==> src/rtl/clock_time_keeper_pkg.sv <==
// Shared constants and BCD helpers for the time-of-day keeper and its display decoder.
package clock_time_keeper_pkg;

  localparam int BCD2_W = 8;   // two-digit field (hours, minutes, seconds)
  localparam int BCD3_W = 12;  // three-digit field (milliseconds)

  localparam logic [BCD3_W-1:0] MS_WRAP_DEF   = 12'h999;
  localparam logic [BCD2_W-1:0] SEC_WRAP      = 8'h59;
  localparam logic [BCD2_W-1:0] MIN_WRAP      = 8'h59;
  localparam logic [BCD2_W-1:0] HOUR_WRAP_DEF = 8'h23;

  // True when both nibbles are decimal digits and the value does not exceed max_val.
  // For well-formed BCD a plain binary compare orders values correctly.
  function automatic logic bcd2_valid(input logic [BCD2_W-1:0] v,
                                      input logic [BCD2_W-1:0] max_val);
    return (v[7:4] <= 4'd9) && (v[3:0] <= 4'd9) && (v <= max_val);
  endfunction

  // Two-digit BCD increment without wrap handling (caller decides on wrap).
  function automatic logic [BCD2_W-1:0] bcd2_inc(input logic [BCD2_W-1:0] v);
    if (v[3:0] == 4'd9) return {v[7:4] + 4'd1, 4'd0};
    else                return {v[7:4], v[3:0] + 4'd1};
  endfunction

endpackage

==> src/rtl/clock_time_keeper_bcd_mod_counter.sv <==
// Multi-digit BCD modulo counter: counts 0..WRAP, raises carry on the wrapping increment.
// Priority: clr > load > inc. Reset is synchronous, active-low.
module clock_time_keeper_bcd_mod_counter #(
  parameter int                    DIGITS = 2,
  parameter logic [4*DIGITS-1:0]   WRAP   = '0
) (
  input  logic                  clk_i,
  input  logic                  rst_n_i,
  input  logic                  inc_i,
  input  logic                  clr_i,
  input  logic                  load_i,
  input  logic [4*DIGITS-1:0]   load_val_i,
  output logic [4*DIGITS-1:0]   value_o,
  output logic                  carry_o
);

  logic [4*DIGITS-1:0] value_q, value_d, inc_val;

  // Ripple a +1 through the decimal digits; each 9 rolls to 0 and passes the carry on.
  always_comb begin
    logic c;
    // NOTE: combinational blocks use blocking '=' and assign every output first, so the
    // loop sees updated values and no latch can be inferred.
    inc_val = value_q;
    c       = 1'b1;
    for (int i = 0; i < DIGITS; i++) begin
      if (c) begin
        if (inc_val[4*i +: 4] == 4'd9) begin
          inc_val[4*i +: 4] = 4'd0;
        end else begin
          inc_val[4*i +: 4] = inc_val[4*i +: 4] + 4'd1;
          c = 1'b0;
        end
      end
    end
  end

  // Next-value selection with clear/load/increment priority.
  always_comb begin
    carry_o = inc_i && (value_q == WRAP);
    if (clr_i)        value_d = '0;
    else if (load_i)  value_d = load_val_i;
    else if (carry_o) value_d = '0;
    else if (inc_i)   value_d = inc_val;
    else              value_d = value_q;
  end

  // Counter state register.
  always_ff @(posedge clk_i) begin
    // NOTE: state uses non-blocking '<=' and the reset is sampled on the clock edge.
    if (!rst_n_i) value_q <= '0;
    else          value_q <= value_d;
  end

  assign value_o = value_q;

endmodule

==> src/rtl/clock_time_keeper.sv <==
// 24 h BCD time-of-day keeper (HH:MM:SS.mmm) driven by the 1 ms toggle generator.
// Every edge of Millisecond_in is one millisecond tick. Optional alarm comparator is
// compiled in when CLOCK_TIME_ALARM_EN is defined.
module clock_time_keeper
  import clock_time_keeper_pkg::*;
#(
  parameter logic [BCD3_W-1:0] MS_WRAP   = MS_WRAP_DEF,
  parameter logic [BCD2_W-1:0] HOUR_WRAP = HOUR_WRAP_DEF
) (
  input  logic              Clk_50MHz,
  input  logic              Reset_N,
  input  logic              Millisecond_in,
  input  logic              Run_En,
  input  logic              Clear,
  input  logic              Set_Load,
  input  logic [BCD2_W-1:0] Set_Hour,
  input  logic [BCD2_W-1:0] Set_Min,
`ifdef CLOCK_TIME_ALARM_EN
  input  logic [BCD2_W-1:0] Alarm_Hour,
  input  logic [BCD2_W-1:0] Alarm_Min,
  input  logic              Alarm_Arm,
  input  logic              Alarm_Ack,
  output logic              Alarm_out,
`endif
  output logic [BCD2_W-1:0] Hour_BCD,
  output logic [BCD2_W-1:0] Min_BCD,
  output logic [BCD2_W-1:0] Sec_BCD,
  output logic [BCD3_W-1:0] Ms_BCD,
  output logic              Second_Pulse,
  output logic              Day_Pulse,
  output logic              Set_Err
);

  logic ms_q;
  logic second_pulse_q, day_pulse_q, set_err_q;
  logic tick, count_en, set_valid, load_ok, clr_low;
  logic ms_carry, sec_carry, min_carry, hour_carry;

  // Edge detect, priority resolution and load validation.
  always_comb begin
    tick      = Millisecond_in ^ ms_q;
    set_valid = bcd2_valid(Set_Hour, HOUR_WRAP) && bcd2_valid(Set_Min, MIN_WRAP);
    load_ok   = Set_Load && !Clear && set_valid;
    // Clear or any load attempt (valid or not) swallows a coincident tick.
    count_en  = tick && Run_En && !Clear && !Set_Load;
    // Seconds and milliseconds are zeroed by both clear and a successful load.
    clr_low   = Clear || load_ok;
  end

  clock_time_keeper_bcd_mod_counter #(.DIGITS(3), .WRAP(MS_WRAP)) u_ms (
    .clk_i(Clk_50MHz), .rst_n_i(Reset_N), .inc_i(count_en), .clr_i(clr_low),
    .load_i(1'b0), .load_val_i('0), .value_o(Ms_BCD), .carry_o(ms_carry)
  );

  clock_time_keeper_bcd_mod_counter #(.DIGITS(2), .WRAP(SEC_WRAP)) u_sec (
    .clk_i(Clk_50MHz), .rst_n_i(Reset_N), .inc_i(ms_carry), .clr_i(clr_low),
    .load_i(1'b0), .load_val_i('0), .value_o(Sec_BCD), .carry_o(sec_carry)
  );

  clock_time_keeper_bcd_mod_counter #(.DIGITS(2), .WRAP(MIN_WRAP)) u_min (
    .clk_i(Clk_50MHz), .rst_n_i(Reset_N), .inc_i(sec_carry), .clr_i(Clear),
    .load_i(load_ok), .load_val_i(Set_Min), .value_o(Min_BCD), .carry_o(min_carry)
  );

  clock_time_keeper_bcd_mod_counter #(.DIGITS(2), .WRAP(HOUR_WRAP)) u_hour (
    .clk_i(Clk_50MHz), .rst_n_i(Reset_N), .inc_i(min_carry), .clr_i(Clear),
    .load_i(load_ok), .load_val_i(Set_Hour), .value_o(Hour_BCD), .carry_o(hour_carry)
  );

  // Edge register (runs even when stopped) and the registered status pulses.
  always_ff @(posedge Clk_50MHz) begin
    if (!Reset_N) begin
      ms_q           <= 1'b0;
      second_pulse_q <= 1'b0;
      day_pulse_q    <= 1'b0;
      set_err_q      <= 1'b0;
    end else begin
      ms_q           <= Millisecond_in;
      second_pulse_q <= ms_carry;
      day_pulse_q    <= hour_carry;
      set_err_q      <= Set_Load && !Clear && !set_valid;
    end
  end

  assign Second_Pulse = second_pulse_q;
  assign Day_Pulse    = day_pulse_q;
  assign Set_Err      = set_err_q;

`ifdef CLOCK_TIME_ALARM_EN
  logic              alarm_q, alarm_hit;
  logic [BCD2_W-1:0] next_min, next_hour;

  // Time about to be written this cycle, compared against the alarm setting.
  // A tick lands on HH:MM:00.000 exactly when the seconds field wraps.
  always_comb begin
    next_min  = min_carry  ? '0 : bcd2_inc(Min_BCD);
    next_hour = hour_carry ? '0 : (min_carry ? bcd2_inc(Hour_BCD) : Hour_BCD);
    alarm_hit = (load_ok && (Set_Hour == Alarm_Hour) && (Set_Min == Alarm_Min)) ||
                (sec_carry && (next_hour == Alarm_Hour) && (next_min == Alarm_Min));
  end

  // Sticky alarm flag, dropped by acknowledge, disarm or clear.
  always_ff @(posedge Clk_50MHz) begin
    if (!Reset_N)                            alarm_q <= 1'b0;
    else if (Clear || !Alarm_Arm || Alarm_Ack) alarm_q <= 1'b0;
    else if (alarm_hit)                      alarm_q <= 1'b1;
  end

  assign Alarm_out = alarm_q;
`endif

endmodule

==> config.mk <==
export PLATFORM = sky130hd
export DESIGN_NAME = clock_time_keeper
export DESIGN_NICKNAME = d
export VERILOG_FILES = /design/src/rtl/clock_time_keeper_pkg.sv /design/src/rtl/clock_time_keeper_bcd_mod_counter.sv /design/src/rtl/clock_time_keeper.sv
export SDC_FILE = /design/constraint.sdc
export NUM_CORES = 1
export LEC_CHECK = 0
export CAP_MARGIN = 10
export CORE_MARGIN = 4
export CORE_UTILIZATION = 52
export CTS_BUF_LIST = sky130_fd_sc_hd__clkbuf_8 sky130_fd_sc_hd__clkbuf_16
export CTS_CLUSTER_DIAMETER = 100
export DETAILED_ROUTE_END_ITERATION = 7
export GPL_TIMING_DRIVEN = 0
export PLACE_DENSITY_LB_ADDON = 0.3
export RECOVER_POWER = 50
export SKIP_LAST_GASP = 1
export SYNTH_ARGS = -nofsm -noshare
export SYNTH_HDL_FRONTEND = slang
export SYNTH_SLANG_ARGS = --single-unit
==> constraint.sdc <==
create_clock -name Clk_50MHz -period 3.6 [get_ports Clk_50MHz]
set_input_delay 0.72 -clock Clk_50MHz [delete_from_list [all_inputs] [get_ports Clk_50MHz]]
set_output_delay 0.72 -clock Clk_50MHz [all_outputs]
set_load 0.01 [all_outputs]
# == After elaboration in Yosys (flattened, before gate mapping) ==
# Index checks and enable logic that the tools add are counted.
# W data, S select, Z words.
# word_totals
regBits,40
in_bits,22
out_inout_bits,39
word_cells,97
# op_classes
add_sub_neg,9
magnitude_cmp,6
n_eq_ne,13
n_mux,23
n_bitwise,2
n_reduce_logical,31
# ops
op,n
$mux W8,6
$mux W4,11
$add A4 B1 Y4 const B,9
$eq A4 B4 Y1 const B,9
$eq A8 B7 Y1 const B,2
$le A4 B4 Y1 const B,4
$logic_and A1 B1 Y1,15
$eq A12 B12 Y1 const B,1
$reduce_bool A3 Y1,4
$reduce_and A2 Y1,5
$eq A8 B6 Y1 const B,1
$le A8 B6 Y1 const B,1
$le A8 B7 Y1 const B,1
$mux W1,6
$reduce_or A3 Y1,2
$logic_not A1 Y1,3
$reduce_or A2 Y1,1
$logic_or A1 B1 Y1,1
$not A1 Y1,1
$xor A1 B1 Y1,1

# == Depth between registers and ports, before layout ==
# Gate-level depths: netlist of the first run.
# logic_depth
ltp_word,10
ltp_mapped,8
depth_no_buf,7

# == Modules after synthesis ==
# Synthesis of the first run repeated with hierarchy kept, for this count alone.
# unflattened
cells_unflattened,320
area_unflattened_um2,2700.1
# modules_own_cells
module,instances,cells_per_inst,area_per_inst_um2
clock_time_keeper_bcd_mod_counter at u_min ...,2,70,581.8
clock_time_keeper_bcd_mod_counter at u_ms,1,94,753.2
clock_time_keeper_bcd_mod_counter at u_hour,1,67,573.0
clock_time_keeper,1,19,210.2

# == Worst setup path after synthesis of the first run ==
# Ideal clock, no wire load.
# synth_timing
kind,input to register
from,input port Millisecond_in
to,register u_hour.value_q[3] (netlist: u_hour.value_o[3])
setup_time_ns,0.074
arrival_time_ns,2.293
required_ns,3.526
slack_ns,1.233
path_stages,5
path_buffers,0
cell_sequence,xor2_1 > nand2_1 > or4_4 > or4_1 > a31oi_1
# synth_via
elab_chain_cells,10
word_cells_on_any_way,11
cone_classes,mux: 2; bitwise: 1; reduce/logical: 8
# synth_rtl
item,line_no,source
"start, declared",clock_time_keeper.sv:12,"input logic Millisecond_in,"
$xor A1 B1 Y1 (*),clock_time_keeper.sv:41,tick = Millisecond_in ^ ms_q;
$logic_and A1 B1 Y1 (*) (3 in a row),clock_time_keeper.sv:45,count_en = tick && Run_En && !Clear && !Set_Load;
$logic_and A1 B1 Y1 (*) (3 in a row),clock_time_keeper_bcd_mod_counter.sv:40,carry_o = inc_i && (value_q == WRAP);
$logic_and A1 B1 Y1,clock_time_keeper_bcd_mod_counter.sv:40,
$mux W8,clock_time_keeper_bcd_mod_counter.sv:43,else if (carry_o) value_d = '0;
$mux W8,clock_time_keeper_bcd_mod_counter.sv:42,else if (load_i) value_d = load_val_i;
"end signal, assigned",clock_time_keeper_bcd_mod_counter.sv:52,else value_q <= value_d;
"end, declared",clock_time_keeper_bcd_mod_counter.sv:17,"logic [4*DIGITS-1:0] value_q, value_d, inc_val;"
# Mark *: on every way between the ends. The rest lies on a longest branch, timed or not.
# A chain may end at the register's enable or synchronous reset.

# == Worst setup path in the final report of the first run ==
# layout_timing
from,input port Set_Min[6]
to,register u_ms.value_q[8] (netlist: u_ms.value_o[8])
# layout_via
elab_chain_cells,7
word_cells_on_any_way,8
cone_classes,order compare: 2; reduce/logical: 6
# layout_rtl
item,line_no,source
"start, declared",clock_time_keeper.sv:17,"input logic [BCD2_W-1:0] Set_Min,"
branches (longest 2 deep; another with $le A8 B7 Y1),-,
$logic_and A1 B1 Y1 (*),clock_time_keeper_pkg.sv:16,return (v[7:4] <= 4'd9) && (v[3:0] <= 4'd9) && (v <= max_val);
$logic_and A1 B1 Y1 (*),clock_time_keeper.sv:42,"set_valid = bcd2_valid(Set_Hour, HOUR_WRAP) && bcd2_valid(Set_Min, MIN_WRAP);"
$logic_and A1 B1 Y1 (*),clock_time_keeper.sv:43,load_ok = Set_Load && !Clear && set_valid;
$logic_or A1 B1 Y1 (*),clock_time_keeper.sv:47,clr_low = Clear || load_ok;
$reduce_or A3 Y1 (no source line) (*),-,
"end signal, assigned",clock_time_keeper_bcd_mod_counter.sv:52,
"end, declared",clock_time_keeper_bcd_mod_counter.sv:17,
# Every way passes the cells marked *.

==> summary.json, run 1 <==
{
  "global_route": {
    "grt_util_all_layers": 0.232,
    "grt-ovfl-total": 0,
    "pin_count_of_the_biggest_net_entering_global_routing": 12,
    "grt_pass1_vias": 2163,
    "grt_antenna_before_repair": 0,
    "wire_length_of_the_first_global_routing_pass_um": 10000
  },
  "placement": {
    "placement.io_buffers": 60,
    "routabilityCongestion": 0.916,
    "dp_hpwl_um": 4670,
    "dpl.cell_count": 395
  },
  "timing": {
    "hold_fails_final_rpt": 0,
    "final_count_of_pins_violating_max_slew": 0,
    "final_period_minus_worst_setup_slack_ps": 3140,
    "final_tns_setup_ps": 0,
    "unrepaired_setup_endpoints_after_global_routing": "no",
    "slew_headroom": 0.457,
    "max_freq_mhz": 318,
    "worst_pin_slew_ps": 808,
    "fin_skew_ps": 5.32,
    "period_share": 0.873,
    "hold_ws_ps": 534,
    "final_setup_violation_count": 0
  },
  "detailed_routing": {
    "number_of_drc_markers_in_iteration_0": 226,
    "postRouteAntennaNets": 0,
    "detail_route.vias_per_cell": 6.08,
    "detail_route.first_pass.iterations": 4,
    "vias": 2452,
    "post_drt_wl_per_cell_um": 15.5,
    "drcViolationCount": 0,
    "routed_wl_um": 6240
  },
  "yosys": {
    "synthesis.instances": 285,
    "post_synth_num_cell_types": 54,
    "synth_async_sr_flop_share": 0,
    "ys_seq_area_frac": 0.348,
    "edff_count_synth": 0,
    "synth.yosys.warnings": 0,
    "synth_nets": 311,
    "post_synth.cell_area_avg_sq_um": 8.07,
    "ys_dominant_reg_cell": "sky130_fd_sc_hd__dfxtp_1",
    "ys_seq_elements": 40,
    "syn-cell-area_sq_mm": 0.00230
  },
  "clocking": {
    "ctsLongestPathBuffers": 2,
    "post_cts_resized": 0,
    "path_clk_slew_ps": 70,
    "cts_num_sinks": 40,
    "h-tree-depth": 2,
    "tritoncts": "built",
    "postCtsHoldBufs": 0,
    "clock-root-buffer": "sky130_fd_sc_hd__clkbuf_8",
    "worst_skew_pair.late_latency_ps": 300,
    "post_cts_buffers": 0,
    "cts-buffers-inserted": 5
  },
  "pwr": {
    "p_leak_nw": 1.11,
    "power_per_cell_area_mw_per_mm2": 262,
    "internal_power_w": 0.000622,
    "irDropWorstVdd_uv": 163,
    "share_of_power_burned_in_combinational_logic": 0.065,
    "power.share.clock": 0.379,
    "netSwitchingFraction": 0.223,
    "power_switching_w": 0.000178,
    "p_seq_frac": 0.555
  },
  "worst_setup_path": {
    "worst_ep_arrival_ps": 3310,
    "crit_required_ps": 3770,
    "worstSetupStartpointType": "primary input",
    "slowest_delay_ps": 720,
    "crit_path_max_fanout": 10,
    "endpoint_kind": "flop",
    "path_class": "in -> reg",
    "critical-path-slowest-cell": "sky130_fd_sc_hd__a2111oi_0",
    "regToRegSetupSlack_ps": 1120,
    "timing.critical_path.cells": "dlygate4sd3_1 > a2111oi_0 > and4b_1 > nand2_1 > clkbuf_1 > nand3_1 > nor2_1"
  },
  "floorplan": {
    "core-area_sq_mm": 0.00414,
    "design.portCount": 61,
    "placementRows": 23,
    "die_w_um": 74.5,
    "dieHeight_um": 74.5,
    "initial_utilization": 0.555,
    "dieArea_sq_mm": 0.00555
  },
  "finish": {
    "relative_area_change_from_synthesis_to_final_layout_pct": 32.7,
    "instances_no_fill": 403,
    "drive_above_1_share": 0.0283,
    "diodes": 0,
    "final_net_count": 378
  },
  "status": {
    "status": "finished, final reports clean"
  },
  "min_path": {
    "hp-class": "reg -> reg"
  },
  "job": {
    "drv_cap": 0
  }
}
power groups by stage:
stage	combinational, W	sequential, W	clock, W
after floorplan	0.0000172	0.000455	0
after global placement	0.0000515	0.000455	0
after detailed placement	0.0000520	0.000455	0
after CTS	0.0000522	0.000445	0.000306
after global routing	0.0000557	0.000445	0.000317
final	0.0000523	0.000445	0.000304
cells in the mapped netlist, types with 3 or more instances:
master | instances | share of area
sky130_fd_sc_hd__or3_1 | 7 | 0.019
sky130_fd_sc_hd__nand4_1 | 9 | 0.024
sky130_fd_sc_hd__nand3_1 | 16 | 0.035
sky130_fd_sc_hd__xnor2_1 | 3 | 0.011
sky130_fd_sc_hd__ha_1 | 4 | 0.022
sky130_fd_sc_hd__and3_1 | 3 | 0.0082
sky130_fd_sc_hd__o21ai_0 | 21 | 0.046
sky130_fd_sc_hd__a31oi_1 | 13 | 0.035
sky130_fd_sc_hd__nor4bb_1 | 3 | 0.013
sky130_fd_sc_hd__and2_1 | 4 | 0.011
sky130_fd_sc_hd__a21oi_1 | 9 | 0.020
sky130_fd_sc_hd__nor2_1 | 22 | 0.036
sky130_fd_sc_hd__inv_1 | 7 | 0.011
sky130_fd_sc_hd__nand4b_1 | 3 | 0.011
sky130_fd_sc_hd__o211ai_1 | 5 | 0.016
sky130_fd_sc_hd__dfxtp_1 | 40 | 0.35
sky130_fd_sc_hd__xor2_1 | 10 | 0.038
sky130_fd_sc_hd__nor3_1 | 7 | 0.015
sky130_fd_sc_hd__nor2b_1 | 14 | 0.038
sky130_fd_sc_hd__nand2_1 | 24 | 0.039
sky130_fd_sc_hd__nand3b_1 | 3 | 0.0098
sky130_fd_sc_hd__nand2b_1 | 5 | 0.014
sky130_fd_sc_hd__clkbuf_1 | 9 | 0.015
sky130_fd_sc_hd__or4_1 | 4 | 0.013
sky130_fd_sc_hd__nor3b_1 | 5 | 0.016
registers in the layout, summed over array words and instances, names as in the netlist:
signal	count
Day_Pulse	1
u_hour.value_o	8
u_min.value_o	8
u_sec.value_o	8
Second_Pulse	1
ms_q	1
u_ms.value_o	12
Set_Err	1
metal layers:
| metal | routed length (um) | global-route usage |
|---|---|---|
| met4 | 120 | 0.0889 |
| met2 | 2910 | 0.360 |
| met1 | 2730 | 0.324 |
| met5 | 0 | 0 |
| met3 | 476 | 0.0378 |
final cells by class:
type / count / area, sq um
well taps: 50 / 62.6
inverters: 7 / 26.3
repair buffers: 60 / 601
clock inverters: 2 / 7.51
multi-input cells: 228 / 1440
fillers: 333 / 1090
clock buffers: 6 / 82.6
plain buffers: 10 / 37.5
flip-flops and latches: 40 / 801
worst max-delay path, delay by kind of cell:
kind	cells	cell delay (ps)
compound gates	1	720
simple gates	4	1020
buf+inv	2	850
cells in the final DEF (no fill, tap or decap), types with 4 or more instances in the layout:
cell type and instances:
sky130_fd_sc_hd__dfxtp_1 40, sky130_fd_sc_hd__dlygate4sd3_1 39, sky130_fd_sc_hd__nand2_1 24, sky130_fd_sc_hd__nor2_1 22, sky130_fd_sc_hd__o21ai_0 21, sky130_fd_sc_hd__clkdlybuf4s50_1 21, sky130_fd_sc_hd__nand3_1 16, sky130_fd_sc_hd__nor2b_1 14
sky130_fd_sc_hd__a31oi_1 13, sky130_fd_sc_hd__xor2_1 10, sky130_fd_sc_hd__inv_1 9, sky130_fd_sc_hd__clkbuf_1 9, sky130_fd_sc_hd__nand4_1 9, sky130_fd_sc_hd__a21oi_1 9, sky130_fd_sc_hd__or3_1 7, sky130_fd_sc_hd__nor3_1 7
sky130_fd_sc_hd__clkbuf_8 6, sky130_fd_sc_hd__nor3b_1 5, sky130_fd_sc_hd__nand2b_1 5, sky130_fd_sc_hd__o211ai_1 5, sky130_fd_sc_hd__and2_1 4, sky130_fd_sc_hd__or4_1 4, sky130_fd_sc_hd__ha_1 4
through the flow:
| step | total power [W] | cell area, sq um | setup WS [ps] | util |
|---|---|---|---|---|
| floorplan | 0.000473 | 2300 | 1230 | - |
| global placement | 0.000507 | 2960 | 392 | 0.715 |
| detailed placement | 0.000507 | 2960 | 337 | 0.715 |
| CTS | 0.000803 | 3050 | 643 | 0.737 |
| global route | 0.000817 | 3050 | 375 | 0.737 |
| finish | 0.000801 | 3050 | 457 | 0.737 |
worst paths after layout:
path,start,endpoint,cells after the start
max,Set_Min[6],u_ms.value_o[8],7
min,u_sec.value_o[3],u_sec.value_o[3],2
max reg2reg,u_ms.value_o[5],u_min.value_o[6],6
min reg2reg,u_sec.value_o[3],u_sec.value_o[3],2
cell families after synthesis:
kind of cell	count (synthesis)	synth area share
AOI/OAI and AO/OA	64	0.174
xor gates and xnor gates	13	0.0495
adders and majority gates	4	0.0218
buffers and inverters	17	0.0277
DFF	40	0.348
muxes	2	0.00870
and+or+nand+nor	145	0.370
(Power assumes the default switching activity.)
==> run 2, diff against run 1 <==
--- a/config.mk
+++ b/config.mk
@@ -9,7 +9,7 @@
 export CORE_MARGIN = 4
 export CORE_UTILIZATION = 52
 export CTS_BUF_LIST = sky130_fd_sc_hd__clkbuf_8 sky130_fd_sc_hd__clkbuf_16
-export CTS_CLUSTER_DIAMETER = 100
+export CTS_CLUSTER_DIAMETER = 150
 export DETAILED_ROUTE_END_ITERATION = 7
 export GPL_TIMING_DRIVEN = 0
 export PLACE_DENSITY_LB_ADDON = 0.3
==> results of run 2 <==
Final layout, timing and power as in run 1 (identical DEF).
